--- config.mk ---
export PLATFORM = sky130hd
export DESIGN_NAME = mul_issue_ctrl
export DESIGN_NICKNAME = d
export VERILOG_FILES = /design/src/rtl/mul_pkg.sv /design/src/rtl/mul_result_cache.sv /design/src/rtl/mul_issue_ctrl.sv
export SDC_FILE = /design/constraint.sdc
export NUM_CORES = 1
export LEC_CHECK = 0
export ABC_CLOCK_PERIOD_IN_PS = 3650
export BUFFER_PORTS_ARGS = -buffer_cell sky130_fd_sc_hd__buf_4
export CAP_MARGIN = 20
export CORE_MARGIN = 1.5
export CORE_UTILIZATION = 40
export DETAILED_ROUTE_END_ITERATION = 10
export HOLD_SLACK_MARGIN = 0.03
export PLACE_DENSITY_LB_ADDON = 0.08
export SYNTH_ARGS = -nofsm -noshare
export SYNTH_HDL_FRONTEND = slang
export SYNTH_SLANG_ARGS = --single-unit
--- constraint.sdc ---
create_clock -name clk_i -period 3.65 [get_ports clk_i]
set_input_delay 0.1825 -clock clk_i [delete_from_list [all_inputs] [get_ports clk_i]]
set_output_delay 0.1825 -clock clk_i [all_outputs]
set_load 0.1 [all_outputs]
--- src/rtl/mul_pkg.sv ---
// Shared types for the RV32M multiply issue controller: funct3 codes, FSM states and the
// decoded operand-control struct.
package mul_pkg;

   localparam logic [2:0] Funct3Mul    = 3'b000;
   localparam logic [2:0] Funct3Mulh   = 3'b001;
   localparam logic [2:0] Funct3Mulhsu = 3'b010;
   localparam logic [2:0] Funct3Mulhu  = 3'b011;

   typedef enum logic [1:0] {
      StIdle,
      StStart,
      StWait,
      StResp
   } mul_state_e;

   typedef struct packed {
      logic signed_a;
      logic signed_b;
      logic upper;
   } mul_ctrl_t;

   // Only funct3[1:0] distinguishes the four multiply flavours.
   function automatic mul_ctrl_t decode_funct3(input logic [1:0] fn);
      mul_ctrl_t ctrl;
      unique case (fn)
         Funct3Mul[1:0]:    ctrl = '{signed_a: 1'b1, signed_b: 1'b1, upper: 1'b0};
         Funct3Mulh[1:0]:   ctrl = '{signed_a: 1'b1, signed_b: 1'b1, upper: 1'b1};
         Funct3Mulhsu[1:0]: ctrl = '{signed_a: 1'b1, signed_b: 1'b0, upper: 1'b1};
         Funct3Mulhu[1:0]:  ctrl = '{signed_a: 1'b0, signed_b: 1'b0, upper: 1'b1};
      endcase
      return ctrl;
   endfunction

endpackage

--- src/rtl/mul_result_cache.sv ---
// Single-entry cache of the last completed multiply: {funct3[1:0], rs1, rs2, result} plus a
// valid bit. Only present in builds that define MUL_RESULT_CACHE_EN.
module mul_result_cache
   import mul_pkg::*;
(
   input  logic        clk_i,
   input  logic        rst_i,
   input  logic [1:0]  lookup_fn_i,
   input  logic [31:0] lookup_a_i,
   input  logic [31:0] lookup_b_i,
   output logic        hit_o,
   output logic [31:0] hit_data_o,
   input  logic        wr_en_i,
   input  logic [1:0]  wr_fn_i,
   input  logic [31:0] wr_a_i,
   input  logic [31:0] wr_b_i,
   input  logic [31:0] wr_data_i
);

   logic        valid_q;
   logic [1:0]  fn_q;
   logic [31:0] a_q;
   logic [31:0] b_q;
   logic [31:0] data_q;

   always_ff @(posedge clk_i or posedge rst_i) begin
      if (rst_i) begin
         valid_q <= 1'b0;
         fn_q    <= '0;
         a_q     <= '0;
         b_q     <= '0;
         data_q  <= '0;
      end else if (wr_en_i) begin
         valid_q <= 1'b1;
         fn_q    <= wr_fn_i;
         a_q     <= wr_a_i;
         b_q     <= wr_b_i;
         data_q  <= wr_data_i;
      end
   end

   always_comb begin
      hit_o      = valid_q && (lookup_fn_i == fn_q) && (lookup_a_i == a_q) && (lookup_b_i == b_q);
      hit_data_o = data_q;
   end

endmodule

--- src/rtl/mul_issue_ctrl.sv ---
// Issue controller between the core and an external multi-cycle multiplier; one request in flight.
// Build option: MUL_RESULT_CACHE_EN adds a last-result cache that bypasses the multiplier.
module mul_issue_ctrl
   import mul_pkg::*;
(
   input  logic        clk_i,
   input  logic        rst_i,
   input  logic        req_valid_i,
   output logic        req_ready_o,
   input  logic [2:0]  funct3_i,
   input  logic [31:0] rs1_i,
   input  logic [31:0] rs2_i,
   input  logic [4:0]  rd_addr_i,
   output logic        mult_en_o,
   output logic [31:0] op_A_o,
   output logic [31:0] op_B_o,
   output logic        signed_A_o,
   output logic        signed_B_o,
   output logic        upper_o,
   input  logic [31:0] mult_result_i,
   input  logic        mult_done_i,
   output logic        wb_valid_o,
   input  logic        wb_ready_i,
   output logic [31:0] wb_data_o,
   output logic [4:0]  wb_rd_o
);

   mul_state_e  state_q, state_d;
   logic [31:0] op_a_q;
   logic [31:0] op_b_q;
   mul_ctrl_t   ctrl_q;
   logic [4:0]  rd_q;
   logic [31:0] result_q, result_d;
   logic        accept;
   logic        unused_funct3_bit;

   assign unused_funct3_bit = funct3_i[2];

`ifdef MUL_RESULT_CACHE_EN
   logic [1:0]  fn_q;
   logic        cache_hit;
   logic [31:0] cache_data;

   mul_result_cache u_cache (
      .clk_i       (clk_i),
      .rst_i       (rst_i),
      .lookup_fn_i (funct3_i[1:0]),
      .lookup_a_i  (rs1_i),
      .lookup_b_i  (rs2_i),
      .hit_o       (cache_hit),
      .hit_data_o  (cache_data),
      .wr_en_i     ((state_q == StWait) && mult_done_i),
      .wr_fn_i     (fn_q),
      .wr_a_i      (op_a_q),
      .wr_b_i      (op_b_q),
      .wr_data_i   (mult_result_i)
   );
`endif

   // Gated with rst_i so the block never advertises readiness while held in reset.
   assign req_ready_o = (state_q == StIdle) && !rst_i;
   assign accept      = req_valid_i && req_ready_o;

   always_comb begin
      state_d  = state_q;
      result_d = result_q;
      unique case (state_q)
         StIdle: begin
            if (accept) begin
               state_d = StStart;
`ifdef MUL_RESULT_CACHE_EN
               if (cache_hit) begin
                  state_d  = StResp;
                  result_d = cache_data;
               end
`endif
            end
         end
         StStart: state_d = StWait;
         StWait: begin
            if (mult_done_i) begin
               result_d = mult_result_i;
               state_d  = StResp;
            end
         end
         StResp: begin
            if (wb_ready_i) begin
               state_d = StIdle;
            end
         end
         default: state_d = StIdle;
      endcase
   end

   always_ff @(posedge clk_i or posedge rst_i) begin
      if (rst_i) begin
         state_q  <= StIdle;
         op_a_q   <= '0;
         op_b_q   <= '0;
         ctrl_q   <= '0;
         rd_q     <= '0;
         result_q <= '0;
`ifdef MUL_RESULT_CACHE_EN
         fn_q     <= '0;
`endif
      end else begin
         state_q  <= state_d;
         result_q <= result_d;
         if (accept) begin
            op_a_q <= rs1_i;
            op_b_q <= rs2_i;
            rd_q   <= rd_addr_i;
            ctrl_q <= decode_funct3(funct3_i[1:0]);
`ifdef MUL_RESULT_CACHE_EN
            fn_q   <= funct3_i[1:0];
`endif
         end
      end
   end

   always_comb begin
      mult_en_o  = (state_q == StStart);
      wb_valid_o = (state_q == StResp);
      op_A_o     = op_a_q;
      op_B_o     = op_b_q;
      signed_A_o = ctrl_q.signed_a;
      signed_B_o = ctrl_q.signed_b;
      upper_o    = ctrl_q.upper;
      wb_data_o  = result_q;
      wb_rd_o    = rd_q;
   end

endmodule

==> impl_metrics.ini <==
[status]
outcome = complete, no violations

[synth]
synth_edf_count = 0
synth_xor_xnor_area_share_pct = 0
syn-mean-instance-area_sq_um = 17.5
synth.area.top_cells = sky130_fd_sc_hd__dfrtp_1 (63%), sky130_fd_sc_hd__mux2_4 (16%), sky130_fd_sc_hd__mux2_2 (15%), sky130_fd_sc_hd__buf_6 (1.6%), sky130_fd_sc_hd__ha_1 (1.2%)
synth_top_family_by_area = multiplexers
synth_async_sr_flop_share_pct = 100
synthesis.instances = 241
synth.lib_cells_used.distinct = 17
synth-simple-area-share_pct = 1.28
post-synth-top-area-cell = sky130_fd_sc_hd__dfrtp_1
syn_area_sq_um = 4220
synthFlopType = sky130_fd_sc_hd__dfrtp_1
postSynthRegisterBits = 106
yosys.area.top_type_share_pct = 62.9
synthesis.yosys.warnings = 0
ys_seq_area_share_pct = 62.9
syn_nets = 354
synthMuxAreaShare_pct = 31.1
post_synth_fa_ha_maj_area_fraction_pct = 1.19
synth_compound_gate_area_share_pct = 0.979

[clock_tree]
cts_max_level = 3
clock-sinks = 106
cts-resized-gates = 0
root_buffer_cell = sky130_fd_sc_hd__clkbuf_8
path_clk_slew_ns = 0.09
postCtsHoldBufs = 65
clock_tree_from_tritoncts = done
number_of_buffers_on_the_longest_clock_path = 2
clock_insertion_delay_worst_skew_ns = 0.37
cts_setup_buffers = 0
numCtsBuffers = 9

[critical_path]
crit_type = reg2reg
regToRegEndpoint = op_B_o[3]
timing.rr.start = state_q[0]
critPathLaunchType = register
cp_data_required_time_ns = 3.90
worstSetupEndpointType = register
crit_arrival_ns = 2.63
timing.reg2reg.worst_path_depth = 5
crit_fanout = 54
worst-r2r-setup-slack_ns = 1.27

[cells_and_area]
instances_no_fill = 678
layout_commonest_cell = sky130_fd_sc_hd__buf_4
fraction_of_final_layout_cells_sized_beyond_drive_strength_1_pct = 62.2
final_net_count = 651
antenna_cells = 0
layout-area-overhead-vs-synth_pct = 65.7
most-common-layout-cells = sky130_fd_sc_hd__buf_4 (217), sky130_fd_sc_hd__dfrtp_1 (106), sky130_fd_sc_hd__dlygate4sd3_1 (79)

[floorplanning]
dieHeight_um = 106
coreArea_sq_um = 10300
starting_utilization_of_the_core_area_pct = 41.1
floorplan.die_area_sq_um = 11200
row_count = 37
io_pins = 216
floorplan.die.width_um = 106

[min_path]
worst_hold_path.endpoint = wb_data_o[3]
min_delay_path_depth = 2
min-delay-start = mult_result_i[3]
hp-class = in2reg

[timing]
slew_limit_headroom_pct = 42.0
hold_viol_final = 0
skew_ns = 0.0107
setup-tns-final_ns = 0
maxSlewViolCount = 0
slew_worst_pin_ns = 0.869
final-setup-viol-count = 0
fmax_ghz = 0.421
rsz0062_at_grt = false
post-route-worst-setup-slack_ns = 1.27
post-route-period-util_pct = 65.1
layout_min_cycle_time_ns = 2.38

[routing]
dr_total_vias = 3048
post_drt_via_cell_ratio = 4.50
drtPass1Iterations = 3
totalWireLength_mm = 9.99
drt.antenna.violating_nets = 0
drt_iter0_drc = 128
drcViolationCount = 0
post_drt_wl_per_cell_um = 14.7

[placement]
dpl_worst_slack_ns = 1.27
post-dp-hpwl_mm = 6.63
dp_cells = 584
buffer_ports.inserted = 214
gp_routability_congestion = 0.756

[grt]
grt_max_degree = 55
grt_pass1_wl_mm = 15.3
globalRouteOverflowTotal = 0
grt.total_usage_pct = 17.7
vias_in_the_first_global_route = 3079
number_of_antenna_violations_at_the_first_check_in_global_routing = 0

[flow_run]
drv_cap = 0
## per-layer routing
| metal | GRT usage (%) | wire length (um) | vias to the layer above |
|---|---|---|---|
| met4 | 7.43 | 242 | 0 |
| li1 | - | - | 1428 |
| met5 | 0 | 0 | - |
| met2 | 28.3 | 4950 | 119 |
| met1 | 22.4 | 4130 | 1481 |
| met3 | 5.38 | 668 | 20 |
## worst max path at each step
stage	cells past startpoint	slack, ns	start	end
global placement	5	1.33	state_q[0]	op_A_o[6]
CTS	5	1.26	state_q[0]	op_B_o[2]
global route	5	1.11	state_q[0]	op_B_o[3]
finish	5	1.27	state_q[0]	op_B_o[3]
floorplan	1	0.68	rst_i	op_A_o[0]
detailed placement	5	1.27	state_q[0]	op_A_o[8]
## critical path: stages (launching register included)
cell and delay (ns):
sky130_fd_sc_hd__dfrtp_1 0.43, sky130_fd_sc_hd__inv_1 0.11, sky130_fd_sc_hd__ha_1 0.26, sky130_fd_sc_hd__nand3b_4 0.67, sky130_fd_sc_hd__buf_12 0.45, sky130_fd_sc_hd__mux2_4 0.31
## per-stage QoR
| stage | area (sq um) | util, % | hold slack, ns |
|---|---|---|---|
| global route | 6990 | 68.0 | 0.0308 |
| finish | 6990 | 68.0 | 0.0471 |
| global placement | 5950 | 57.9 | 0.179 |
| CTS | 6850 | 66.6 | 0.0304 |
| detailed placement | 5950 | 57.9 | 0.176 |
| floorplan | 4220 | - | 0.291 |
## final cells by class
class	count	area, sq um
Timing Repair Buffer	297	2440
Multi-Input combinational cell	120	1460
Clock buffer	11	151
Sequential cell	106	2650
Fill cell	784	3290
Tap cell	136	170
Inverter	4	17.5
Clock inverter	4	98.8
## kinds of logic (layout without fill, tap and decap cells)
group / count (synthesis) / count (layout)
buffers and inverters: 15 / 316
AOI/OAI and AO/OA: 6 / 6
DFF: 106 / 106
muxes: 102 / 102
and+or+nand+nor: 8 / 8
adders and majority gates: 4 / 4
## state kept, by name, summed over array words and instances, names as in the netlist
signal / count
op_B_o: 32
signed_A_o: 1
state_q: 2
op_A_o: 32
signed_B_o: 1
upper_o: 1
wb_rd_o: 5
wb_data_o: 32
## cell usage after synthesis, types with 2 or more instances
cell and count:
sky130_fd_sc_hd__dfrtp_1 106, sky130_fd_sc_hd__buf_6 6, sky130_fd_sc_hd__nor2b_1 2, sky130_fd_sc_hd__buf_2 5, sky130_fd_sc_hd__ha_1 4, sky130_fd_sc_hd__mux2_4 44, sky130_fd_sc_hd__o21ai_0 2, sky130_fd_sc_hd__mux2_2 58
sky130_fd_sc_hd__nand2_1 3, sky130_fd_sc_hd__inv_1 4
Power is left out: the tool's default activity adds up to more than one toggle a clock period on the data nets, which glitch-free logic cannot reach.
